[src/rtl/gsram_ctrl_pkg.sv]
// Shared types and helpers for the 512x32 SRAM request controller.
// Holds default geometry, response depth, FSM states and byte-mask expansion.
package gsram_ctrl_pkg;

   localparam int ABITS_DEF = 9;
   localparam int DBITS_DEF = 32;
   localparam int RSP_DEPTH = 2;
   localparam int MAX_DBITS = 1024;

   typedef enum logic {
      INIT,
      RUN
   } state_t;

   // Bit i of the mask follows byte enable i/8; callers truncate to width.
   function automatic logic [MAX_DBITS-1:0] be_to_mask(
      input logic [MAX_DBITS/8-1:0] be
   );
      logic [MAX_DBITS-1:0] m;
      for (int i = 0; i < MAX_DBITS; i++) begin
         m[i] = be[i/8];
      end
      return m;
   endfunction

endpackage

[src/rtl/gsram_rsp_fifo.sv]
// Two-entry read-response buffer between the SRAM read port and the consumer.
// Head entry stays stable until popped; reset empties it.
module gsram_rsp_fifo
   import gsram_ctrl_pkg::*;
#(
   parameter int DBITS = DBITS_DEF
) (
   input  logic             CLK,
   input  logic             RST,
   input  logic             i_push,
   input  logic [DBITS-1:0] i_data,
   input  logic             i_pop,
   output logic [DBITS-1:0] o_data,
   output logic             o_full,
   output logic             o_empty
);

   localparam int PW = $clog2(RSP_DEPTH);
   localparam int CW = $clog2(RSP_DEPTH + 1);
   localparam logic [CW-1:0] FULL_CNT = CW'(RSP_DEPTH);

   logic [DBITS-1:0] r_mem [RSP_DEPTH];
   logic [PW-1:0]    r_wptr;
   logic [PW-1:0]    r_rptr;
   logic [CW-1:0]    r_cnt;
   logic             w_push;
   logic             w_pop;

   assign o_full  = (r_cnt == FULL_CNT);
   assign o_empty = (r_cnt == '0);
   assign o_data  = r_mem[r_rptr];
   assign w_push  = i_push & (~o_full | i_pop);
   assign w_pop   = i_pop & ~o_empty;

   // Pointer and occupancy bookkeeping.
   always_ff @(posedge CLK) begin
      if (RST) begin
         r_wptr <= '0;
         r_rptr <= '0;
         r_cnt  <= '0;
      end else begin
         if (w_push) r_wptr <= r_wptr + 1'b1;
         if (w_pop)  r_rptr <= r_rptr + 1'b1;
         unique case ({w_push, w_pop})
            2'b10:   r_cnt <= r_cnt + 1'b1;
            2'b01:   r_cnt <= r_cnt - 1'b1;
            default: r_cnt <= r_cnt;
         endcase
      end
   end

   // Storage write; entries need no reset since occupancy gates the head.
   always_ff @(posedge CLK) begin
      if (w_push) r_mem[r_wptr] <= i_data;
   end

   // Credits upstream should make a push into a full buffer impossible.
   always_ff @(posedge CLK) begin
      if (!RST) begin
         assert (!(i_push && o_full && !i_pop))
            else $error("rsp fifo overflow");
      end
   end

endmodule

[src/rtl/gsram_512x32_ctrl.sv]
// Request-side controller driving both ports of the 512x32 dual-port SRAM.
// Zero-fills the array after reset, then serves write and read streams.
module gsram_512x32_ctrl
   import gsram_ctrl_pkg::*;
#(
   parameter int ABITS     = ABITS_DEF,
   parameter int DBITS     = DBITS_DEF,
   parameter bit INIT_ZERO = 1'b1
) (
   input  logic               CLK,
   input  logic               RST,
   input  logic               wr_valid,
   output logic               wr_ready,
   input  logic [ABITS-1:0]   wr_addr,
   input  logic [DBITS-1:0]   wr_data,
   input  logic [DBITS/8-1:0] wr_be,
   input  logic               rd_req_valid,
   output logic               rd_req_ready,
   input  logic [ABITS-1:0]   rd_req_addr,
   output logic               rd_rsp_valid,
   input  logic               rd_rsp_ready,
   output logic [DBITS-1:0]   rd_rsp_data,
   output logic               init_done,
   output logic [ABITS-1:0]   mem_a0,
   output logic [DBITS-1:0]   mem_d0,
   output logic               mem_we0,
   output logic [DBITS-1:0]   mem_wem0,
   output logic               mem_ce0,
   output logic [ABITS-1:0]   mem_a1,
   output logic [DBITS-1:0]   mem_d1,
   output logic               mem_we1,
   output logic [DBITS-1:0]   mem_wem1,
   output logic               mem_ce1,
   input  logic [DBITS-1:0]   mem_q1
);

   localparam logic [1:0] CRED_MAX = 2'(RSP_DEPTH);

   state_t           r_state;
   state_t           w_state_nxt;
   logic [ABITS-1:0] r_init_cnt;
   logic [1:0]       r_cnt;
   logic             r_rd_pend;
   logic             w_run;
   logic             w_wr_fire;
   logic             w_rd_fire;
   logic             w_pop;
   logic             w_collide;
   logic             w_fifo_full;
   logic             w_fifo_empty;
   logic [DBITS-1:0] w_wmask;

   // Outputs are held quiet during the reset cycle itself.
   assign w_run     = (r_state == RUN) & ~RST;
   assign init_done = w_run;
   assign wr_ready  = w_run;
   assign w_wr_fire = wr_valid & w_run;
   assign w_wmask   =
      DBITS'(be_to_mask((MAX_DBITS/8)'(wr_be)));

   // A same-address write always wins; the read retries later.
   assign w_collide = w_wr_fire & rd_req_valid
                    & (wr_addr == rd_req_addr);

   assign rd_rsp_valid = ~w_fifo_empty & ~RST;
   assign w_pop        = rd_rsp_valid & rd_rsp_ready;
   // Combinational path from rd_rsp_ready keeps full throughput.
   assign rd_req_ready = w_run & ~w_collide
                       & ((r_cnt != CRED_MAX) | w_pop);
   assign w_rd_fire    = rd_req_valid & rd_req_ready;

   assign mem_ce1  = w_rd_fire;
   assign mem_a1   = rd_req_addr;
   assign mem_d1   = '0;
   assign mem_we1  = 1'b0;
   assign mem_wem1 = '0;

   // State register and zero-fill address counter.
   always_ff @(posedge CLK) begin
      if (RST) begin
         r_state    <= INIT_ZERO ? INIT : RUN;
         r_init_cnt <= '0;
      end else begin
         r_state <= w_state_nxt;
         if (r_state == INIT) r_init_cnt <= r_init_cnt + 1'b1;
      end
   end

   // Next state and write-port drive for zero-fill or user writes.
   always_comb begin
      w_state_nxt = r_state;
      mem_ce0     = 1'b0;
      mem_we0     = 1'b0;
      mem_a0      = '0;
      mem_d0      = '0;
      mem_wem0    = '0;
      unique case (r_state)
         INIT: begin
            if (!RST) begin
               mem_ce0  = 1'b1;
               mem_we0  = 1'b1;
               mem_a0   = r_init_cnt;
               mem_wem0 = '1;
            end
            if (r_init_cnt == '1) w_state_nxt = RUN;
         end
         RUN: begin
            if (w_wr_fire) begin
               mem_ce0  = 1'b1;
               mem_we0  = 1'b1;
               mem_a0   = wr_addr;
               mem_d0   = wr_data;
               mem_wem0 = w_wmask;
            end
         end
         default: w_state_nxt = r_state;
      endcase
   end

   // Credits count buffered entries plus the read in flight.
   always_ff @(posedge CLK) begin
      if (RST) begin
         r_cnt     <= '0;
         r_rd_pend <= 1'b0;
      end else begin
         r_rd_pend <= w_rd_fire;
         unique case ({w_rd_fire, w_pop})
            2'b10:   r_cnt <= r_cnt + 1'b1;
            2'b01:   r_cnt <= r_cnt - 1'b1;
            default: r_cnt <= r_cnt;
         endcase
      end
   end

   gsram_rsp_fifo #(
      .DBITS (DBITS)
   ) u_rsp_fifo (
      .CLK     (CLK),
      .RST     (RST),
      .i_push  (r_rd_pend),
      .i_data  (mem_q1),
      .i_pop   (w_pop),
      .o_data  (rd_rsp_data),
      .o_full  (w_fifo_full),
      .o_empty (w_fifo_empty)
   );

endmodule

[config.mk]
export PLATFORM = sky130hd
export DESIGN_NAME = gsram_512x32_ctrl
export DESIGN_NICKNAME = d
export VERILOG_FILES = /design/src/rtl/gsram_ctrl_pkg.sv /design/src/rtl/gsram_rsp_fifo.sv /design/src/rtl/gsram_512x32_ctrl.sv
export SDC_FILE = /design/constraint.sdc
export NUM_CORES = 1
export LEC_CHECK = 0
export ABC_CLOCK_PERIOD_IN_PS = 7000
export CORE_MARGIN = 2
export CORE_UTILIZATION = 40
export CTS_CLUSTER_SIZE = 20
export DETAILED_ROUTE_END_ITERATION = 10
export GPL_TIMING_DRIVEN = 0
export MAX_ROUTING_LAYER = met4
export PLACE_DENSITY = 0.85
export RECOVER_POWER = 25
export SETUP_SLACK_MARGIN = 0.05
export SYNTH_ARGS = -nofsm -noshare
export SYNTH_HDL_FRONTEND = slang
export SYNTH_SLANG_ARGS = --single-unit
[constraint.sdc]
create_clock -name CLK -period 7 [get_ports CLK]
set_clock_uncertainty 0.1 [all_clocks]
set_input_delay 1.4 -clock CLK [delete_from_list [all_inputs] [get_ports CLK]]
set_output_delay 1.4 -clock CLK [all_outputs]
set_load 0.02 [all_outputs]
==> results of run 1 <==
==> through the flow <==
step | util, % | hold slack [ns]
2_1_floorplan | - | 0.359
3_3_place_gp | 64.3 | 0.368
3_5_place_dp | 64.5 | 0.400
4_1_cts | 66.0 | 0.411
5_1_grt | 66.1 | 0.452
6_report | 66.1 | 0.419
==> cell usage in the layout, fill, tap and decap left out, types with 2 or more instances in the layout <==
master                            netlist  routed
sky130_fd_sc_hd__xnor2_1               15      15
sky130_fd_sc_hd__nor2b_1                3       3
sky130_fd_sc_hd__buf_4                106     106
sky130_fd_sc_hd__buf_2                  5       5
sky130_fd_sc_hd__nor3b_1                3       3
sky130_fd_sc_hd__ha_1                   4       4
sky130_fd_sc_hd__clkinvlp_4             0       4
sky130_fd_sc_hd__nand3_1                5       5
sky130_fd_sc_hd__clkbuf_1               5       6
sky130_fd_sc_hd__mux2_1                 2       2
sky130_fd_sc_hd__conb_1                 1      65
sky130_fd_sc_hd__and2_1                32      32
sky130_fd_sc_hd__o21ai_2                2       2
sky130_fd_sc_hd__xor2_1                 7       7
sky130_fd_sc_hd__nand2b_1               2       2
sky130_fd_sc_hd__clkbuf_8               0       9
sky130_fd_sc_hd__or3_1                  2       2
sky130_fd_sc_hd__nand4_1                2       2
sky130_fd_sc_hd__edfxtp_1              64      64
sky130_fd_sc_hd__a21oi_1                2       2
sky130_fd_sc_hd__o21ai_0                2       2
sky130_fd_sc_hd__dfxtp_1               18      18
sky130_fd_sc_hd__nor2_1                22      20
sky130_fd_sc_hd__dlygate4sd3_1          0      33
sky130_fd_sc_hd__nor2_4                 0       2
sky130_fd_sc_hd__a22o_1                 9       9
sky130_fd_sc_hd__a21o_1                 4       4
sky130_fd_sc_hd__clkdlybuf4s50_1        0     178
sky130_fd_sc_hd__mux2i_1                2       2
sky130_fd_sc_hd__mux2_2                30      30
==> critical path: stages <==
cell and delay (ns):
sky130_fd_sc_hd__dlygate4sd3_1 0.65, sky130_fd_sc_hd__and3b_1 0.28, sky130_fd_sc_hd__buf_4 0.18, sky130_fd_sc_hd__buf_6 0.16, sky130_fd_sc_hd__a21o_1 0.30, sky130_fd_sc_hd__buf_4 0.16, sky130_fd_sc_hd__clkdlybuf4s50_1 0.60
==> power by group through the flow <==
stage / sequential, W / combinational (W) / clock, W
after floorplan: 0.000537 / 0.000108 / 0
after global placement: 0.000538 / 0.000195 / 0
after detailed placement: 0.000538 / 0.000198 / 0
after CTS: 0.000526 / 0.000198 / 0.000305
after global routing: 0.000527 / 0.000208 / 0.000329
final: 0.000527 / 0.000196 / 0.000296
==> metal layers <==
layer	routed length [um]	up-vias	GRT usage (%)
met5	0	-	-
met4	195	0	6.14
met3	881	17	5.08
met2	6250	149	35.6
met1	4440	1603	22.0
li1	-	1640	-
==> cells by family (layout without fill, tap and decap cells) <==
kind of cell             Yosys count  after routing  share of synthesized area (%)
other                              1             66                         0.0855
flip-flops                        82             82                           52.1
adder cells (fa/ha/maj)            4              4                           1.14
AND/OR/NAND/NOR                   81             81                           10.8
buffers and inverters            118            345                           19.5
AO/OA/AOI/OAI                     19             19                           3.34
multiplexers                      34             34                           8.68
XOR/XNOR                          22             22                           4.40
==> final cells by class <==
| cell class | instances | share of cell area (%) |
|---|---|---|
| Sequential cell | 82 | 32.1 |
| Timing Repair Buffer | 211 | 29.7 |
| Multi-Input combinational cell | 225 | 21.2 |
| Buffer | 117 | 12.0 |
| Tap cell | 140 | 2.47 |
| Clock buffer | 10 | 1.80 |
| Clock inverter | 6 | 0.599 |
| Inverter | 1 | 0.0529 |
| Antenna cell | 1 | 0.0352 |
==> flip-flops by register name, indices dropped and copies added, names as in the netlist, named ones only <==
register / flops
u_rsp_fifo.r_mem: 64
r_state: 1
r_cnt: 2
u_rsp_fifo.r_rptr: 1
u_rsp_fifo.r_cnt: 2
u_rsp_fifo.r_wptr: 1
r_rd_pend: 1
r_init_cnt: 9
==> worst max-delay path by stage <==
stage	end	slack (ns)	cells after the start
finish	mem_wem0[29]	1.76	7
global route	mem_wem0[2]	1.66	7
CTS	mem_wem0[2]	1.83	7
global placement	mem_wem0[6]	1.91	7
floorplan	mem_ce1	3.01	3
detailed placement	mem_wem0[2]	1.84	7
==> metrics.txt, run 1 <==
status completed; detailed-route via count 3409; worst rel slew slack a little over a third; standby leakage power roughly 2.9 nW; type of destination of the critical path primary output; final WL approximately 12000 um; average wire length per cell after detail routing ~15 um; predominant post-synthesis flop cell sky130_fd_sc_hd__edfxtp_1; CTS tree done; initial antenna violation count 1; fin crit period ~5.2 ns; Int Power around 0.00076 W; setup repair after global routing missed its margin false; crit path setup slack, layout 1.76 ns; max-slew violation count 0; layout cell share with drive strength beyond 1 between 20% and 30%; detail-routed via count per cell between 4 and 5; share of the synthesized area in the top cell type between 40 and 50%; buffer count from post-CTS setup fixing 0; slack of the worst reg-to-reg path 4.66 ns; largest buffer count on any clock path 2; number of buffers added by the clock tree synthesis step 9; number of distinct library cells after synthesis 37; final number of setup-violating endpoints 0; WHS Endpoint r_cnt[1]; post-synthesis register bit count slightly above 80; post-synth design cell area 0.00438 mm2; post-synth top area cell sky130_fd_sc_hd__edfxtp_1; pre-CTS worst setup slack around 1.8 ns; clock transition at the registers of the reported paths about 0.08 ns; hold-fix buffers at CTS 0; switching power 0.000257 W; initial core utilization about two fifths; die boundary width 109 um; remaining antenna violation count after routing 0; crit path launch RST; sequential standard cell area approximately 0.0023 mm2; count of max-cap constraint violations 0; synthesized area per cell about 12 um2; Pwr per Cell Area 143 mW/mm2; most frequent cell after synthesis sky130_fd_sc_hd__buf_4; total of fill cells in the finished design 850; highest attainable clock frequency around 190 MHz; Final Hold Violating Endpoints 0; clock power share between 20 and 30%; data arrival time of the critical path about 3.7 ns; CTS resizes 0; iteration count of the initial detailed-routing pass 4; largest fanout of any net on the critical path 10; area added between synthesis and finish 61.9%; final critical-path share of the clock period ~75%; die extent in y between 100 and 150 um; data required time at the worst endpoint approximately 5.5 ns; cell types with the highest counts after synthesis 106 x sky130_fd_sc_hd__buf_4, 64 x sky130_fd_sc_hd__edfxtp_1, 32 x sky130_fd_sc_hd__and2_1, 30 x sky130_fd_sc_hd__mux2_2, 22 x sky130_fd_sc_hd__nor2_1; Total Die Area roughly 0.012 mm2; critical path start-end classification primary input to primary output; clock latency on the worst-skew pair around 0.33 ns; cell types with the largest area share after synthesis sky130_fd_sc_hd__edfxtp_1 44%, sky130_fd_sc_hd__buf_4 18%, sky130_fd_sc_hd__dfxtp_1 8.2%; Ys Warns 0; startpoint of the tightest hold check path r_cnt[1]; Remaining Overflow, GRT 0; H-Tree Level Count 3; Worst-Margin Slew ~0.95 ns; number of instances in the placed design roughly 780; final weighted congestion in routability-driven placement approximately 0.86; number of enable flip-flop cells after synthesis 64; NumNets Final 742; DRC marker count from the first detailed-route iteration around 120; logic depth of the worst register-to-register path 7; summed negative setup slack over all endpoints 0 ns; class of the tightest hold or removal check flop to flop; Sw Ratio 25.2%; Logic pwr share 19.2%; number of buffer cells added on primary ports approximately 210; Post-Layout Inst Area 0.00710 mm2; area of the multi-input gates around 0.0015 mm2; Seq pwr share about 52%; Reg-to-Reg End r_cnt[1]; Cells after Synth 361; global-route usage over all layers roughly a fifth; worst vdd ir around 80 uV; number of clock sinks 82; worst reg2reg path startpoint r_state; share of synthesized registers carrying an async set or reset 0%; placed cell area between 0.006 and 0.007 mm2; I/O pin cnt 277; HPWL after detailed placement ~9600 um; hold depth 2; Seq/Total Area, Yosys ~52%; largest net degree at the start of global routing 33; via count of the first global-routing pass ~3400; Final Instance Count excl. Fillers between 700 and 800; crit start category primary input; FP Rows 38; area of the core between 0.01 and 0.015 mm2; CTS root buffer sky130_fd_sc_hd__clkbuf_8; total power of the final layout approximately 0.0010 W; wire length of the first global-routing pass roughly 17000 um; DRC 0
Power figures use the tool's default switching activity.
==> run 2: changes to the inputs <==
--- a/config.mk
+++ b/config.mk
@@ -5,14 +5,14 @@
 export SDC_FILE = /design/constraint.sdc
 export NUM_CORES = 1
 export LEC_CHECK = 0
-export ABC_CLOCK_PERIOD_IN_PS = 7000
+export ABC_CLOCK_PERIOD_IN_PS = 5200
 export CORE_MARGIN = 2
-export CORE_UTILIZATION = 40
+export CORE_UTILIZATION = 37
 export CTS_CLUSTER_SIZE = 20
 export DETAILED_ROUTE_END_ITERATION = 10
 export GPL_TIMING_DRIVEN = 0
 export MAX_ROUTING_LAYER = met4
-export PLACE_DENSITY = 0.85
+export PLACE_DENSITY = 0.79
 export RECOVER_POWER = 25
 export SETUP_SLACK_MARGIN = 0.05
 export SYNTH_ARGS = -nofsm -noshare
==> constraint.sdc (replaced) <==
create_clock -name CLK -period 5.2 [get_ports CLK]
set_clock_uncertainty 0.1 [all_clocks]
set_input_delay 1.04 -clock CLK [delete_from_list [all_inputs] [get_ports CLK]]
set_output_delay 1.04 -clock CLK [all_outputs]
set_load 0.02 [all_outputs]
==> run 2 against run 1 <==
Net effect: the flow now stops in detailed routing; synthesized cell count is the same; synthesized area is the same; global-route usage shrank 2.0 points.
==> metrics.txt, run 2 <==
CTS root buffer sky130_fd_sc_hd__clkbuf_16; Ys Warns 0; hold-fix buffers at CTS 0; placed cell area between 0.006 and 0.007 mm2; number of clock sinks between 80 and 90; initial core utilization between 30% and 40%; Fail Step detailed routing; FP Rows 39; error msg [ERROR DRT-0255] Maze Route cannot find path of net CLK in worker of routeBox ( 96600 0 ) ( 112855 48300 ).; share of synthesized registers carrying an async set or reset 0%; predominant post-synthesis flop cell sky130_fd_sc_hd__edfxtp_1; post-synth design cell area 0.00438 mm2; Remaining Overflow, GRT 0; buffer count from post-CTS setup fixing 0; number of buffers added by the clock tree synthesis step 9; largest net degree at the start of global routing 25; number of buffer cells added on primary ports around 210; die extent in y around 110 um; via count of the first global-routing pass 3455; H-Tree Level Count 3; number of enable flip-flop cells after synthesis 64; status aborted with a tool error; cell types with the highest counts after synthesis 106 x sky130_fd_sc_hd__buf_4, 64 x sky130_fd_sc_hd__edfxtp_1, 32 x sky130_fd_sc_hd__and2_1, 30 x sky130_fd_sc_hd__mux2_2, 22 x sky130_fd_sc_hd__nor2_1; cell types with the largest area share after synthesis sky130_fd_sc_hd__edfxtp_1 44%, sky130_fd_sc_hd__buf_4 18%, sky130_fd_sc_hd__dfxtp_1 8.2%; largest buffer count on any clock path 2; post-synth top area cell sky130_fd_sc_hd__edfxtp_1; synthesized area per cell 12.1 um2; global-route usage over all layers 18.0%; Seq/Total Area, Yosys a little over half; Cells after Synth 361; post-synthesis register bit count 82; I/O pin cnt between 200 and 300; initial antenna violation count 1; CTS resizes 0; die boundary width about 110 um; HPWL after detailed placement between 9000 and 10000 um; share of the synthesized area in the top cell type between 40% and 50%; final weighted congestion in routability-driven placement slightly above 0.8; number of distinct library cells after synthesis 37; number of instances in the placed design 781; most frequent cell after synthesis sky130_fd_sc_hd__buf_4; wire length of the first global-routing pass 17400 um
## run 2: stage by stage
step	hold WS [ns]	util (%)	setup WS, ns
4_1_cts	0.417	63.3	0.734
5_1_grt	0.468	63.4	0.539
3_5_place_dp	0.403	60.9	0.746
3_3_place_gp	0.368	60.3	0.593
2_1_floorplan	0.359	-	1.93
## run 2: logic make-up after synthesis
family                   synth area share (%)
XOR/XNOR                                 4.40
buffers and inverters                    19.5
AO/OA/AOI/OAI                            3.34
adder cells (fa/ha/maj)                  1.14
multiplexers                             8.68
other                                  0.0855
flip-flops                               52.1
AND/OR/NAND/NOR                          10.8
## run 2: layer usage
layer	track usage, %
met5	-
met4	4.07
met3	6.21
met2	32.7
met1	18.9
==> run 3: changes to the inputs <==
--- a/config.mk
+++ b/config.mk
@@ -7,14 +7,11 @@
 export LEC_CHECK = 0
 export ABC_CLOCK_PERIOD_IN_PS = 5200
 export CORE_MARGIN = 2
-export CORE_UTILIZATION = 37
-export CTS_CLUSTER_SIZE = 20
+export CORE_UTILIZATION = 33
 export DETAILED_ROUTE_END_ITERATION = 10
 export GPL_TIMING_DRIVEN = 0
-export MAX_ROUTING_LAYER = met4
-export PLACE_DENSITY = 0.79
+export PLACE_DENSITY_LB_ADDON = 0.15
 export RECOVER_POWER = 25
-export SETUP_SLACK_MARGIN = 0.05
 export SYNTH_ARGS = -nofsm -noshare
 export SYNTH_HDL_FRONTEND = slang
 export SYNTH_SLANG_ARGS = --single-unit
==> run 3 against run 2 <==
Net effect: global-route usage down 1.1 points; the run now ends clean.
==> metrics.txt, run 3 (synthesis gave the netlist of run 1 again) <==
status completed; crit path setup slack, layout approximately 0.7 ns; area of the core between 0.01 and 0.015 mm2; fin crit period ~4.5 ns; detailed-route via count 3277; layout cell share with drive strength beyond 1 between 20% and 30%; highest attainable clock frequency around 220 MHz; Final Instance Count excl. Fillers 830; leading registers by flop count u_rsp_fifo.r_mem x64, r_init_cnt x9; logic depth of the worst register-to-register path 7; average wire length per cell after detail routing between 10 and 15 um; wire length of the first global-routing pass 18600 um; startpoint of the tightest hold check path r_cnt[1]; data arrival time of the critical path about 3.4 ns; hold slack just under 0.4 ns; number of clock sinks around 80; Post-Layout Inst Area 0.00730 mm2; worst vdd ir ~140 uV; via count of the first global-routing pass ~3500; largest register by flop count u_rsp_fifo.r_mem; type of destination of the critical path primary output; crit start category primary input; Antenna diodes 0; NumNets Final 744; Remaining Overflow, GRT 0; CTS tree done; buffer count from post-CTS setup fixing 0; hold depth 2; standby leakage power around 2.9 nW; Final Hold Violating Endpoints 0; pre-CTS worst setup slack roughly 0.77 ns; slack of the worst reg-to-reg path between 2 and 3 ns; largest fanout of any net on the critical path 10; hold-fix buffers at CTS 0; setup repair after global routing missed its margin false; most common library cell in the layout ignoring fill and taps sky130_fd_sc_hd__clkdlybuf4s50_1; HPWL after detailed placement approximately 9500 um; count of max-cap constraint violations 0; area added between synthesis and finish 66.5%; final number of setup-violating endpoints 0; largest net degree at the start of global routing 31; die boundary width 119 um; placed cell area 0.00701 mm2; CTS root buffer sky130_fd_sc_hd__clkbuf_16; global-route usage over all layers 17.0%; final weighted congestion in routability-driven placement just over 0.8; H-Tree Level Count 3; Reg-to-Reg End r_cnt[1]; class of the tightest hold or removal check flop to flop; initial core utilization 33.5%; Pwr per Cell Area between 200 and 250 mW/mm2; final critical-path share of the clock period roughly 87%; commonest cells after routing, fill and taps aside 178 x sky130_fd_sc_hd__clkdlybuf4s50_1, 106 x sky130_fd_sc_hd__buf_4, 65 x sky130_fd_sc_hd__conb_1, 64 x sky130_fd_sc_hd__edfxtp_1, 33 x sky130_fd_sc_hd__dlygate4sd3_1; critical path start-end classification primary input to primary output; max-slew violation count 0; CTS resizes 0; summed negative setup slack over all endpoints 0 ns; detail-routed via count per cell roughly 3.9; worst reg2reg path startpoint u_rsp_fifo.r_cnt[0]; remaining antenna violation count after routing 0; FP Rows 42; number of flip-flops in the largest register between 60 and 70; total of fill cells in the finished design 1140; final WL between 10000 and 15000 um; iteration count of the initial detailed-routing pass 4; I/O pin cnt between 200 and 300; largest buffer count on any clock path 2; clock transition at the registers of the reported paths ~0.050 ns; data required time at the worst endpoint 4.06 ns; Total Die Area between 0.01 and 0.015 mm2; number of instances in the placed design ~810; DRC 0; DRC marker count from the first detailed-route iteration 155; number of buffers added by the clock tree synthesis step 9; die extent in y between 100 and 150 um; clock latency on the worst-skew pair ~0.33 ns; initial antenna violation count 0; number of buffer cells added on primary ports 211; WHS Endpoint r_cnt[1]
[run 3: cell type report]
| class | instances | area (um2) | share of cell area [%] |
|---|---|---|---|
| Multi-Input combinational cell | 225 | 1500 | 20.6 |
| Sequential cell | 82 | 2280 | 31.3 |
| Clock buffer | 11 | 233 | 3.19 |
| Inverter | 1 | 3.75 | 0.0514 |
| Tap cell | 176 | 220 | 3.02 |
| Buffer | 117 | 851 | 11.7 |
| Timing Repair Buffer | 213 | 2150 | 29.5 |
| Clock inverter | 5 | 55.1 | 0.754 |
[run 3: power breakdown]
part / total, W / internal (W) / switching (W)
registers: 0.000710 / 0.000707 / 0.00000284
logic: 0.000261 / 0.000146 / 0.000115
clock network: 0.000607 / 0.000370 / 0.000237
[run 3: how the worst max path moves through the flow]
stage | start | end | slack (ns)
CTS | RST | mem_wem0[14] | 0.77
global placement | RST | u_rsp_fifo.r_mem[1][15] | 0.51
detailed placement | RST | mem_wem0[14] | 0.77
finish | RST | mem_wem0[27] | 0.70
global route | RST | mem_wem0[2] | 0.56
floorplan | RST | mem_ce1 | 1.93
[run 3: stage by stage]
step | power, W | util [%]
global placement | 0.000985 | 53.2
floorplan | 0.000869 | -
detailed placement | 0.000987 | 53.6
finish | 0.00158 | 55.8
global route | 0.00164 | 55.8
CTS | 0.00160 | 55.8
[run 3: worst max-delay path, cell delays in order]
cell                              delay (ns)
sky130_fd_sc_hd__dlygate4sd3_1          0.65
sky130_fd_sc_hd__nor2_1                 0.35
sky130_fd_sc_hd__buf_2                  0.29
sky130_fd_sc_hd__a21o_1                 0.26
sky130_fd_sc_hd__buf_4                  0.15
sky130_fd_sc_hd__clkdlybuf4s50_1        0.61
[run 3: metal layers]
layer / GRT usage [%] / vias to the layer above / part of all wire, %
met5: 0 / - / 0
met1: 17.5 / 1481 / 36
met3: 8.14 / 8 / 10
met2: 30.6 / 143 / 53
li1: - / 1645 / -
met4: 4.46 / 0 / 0.92
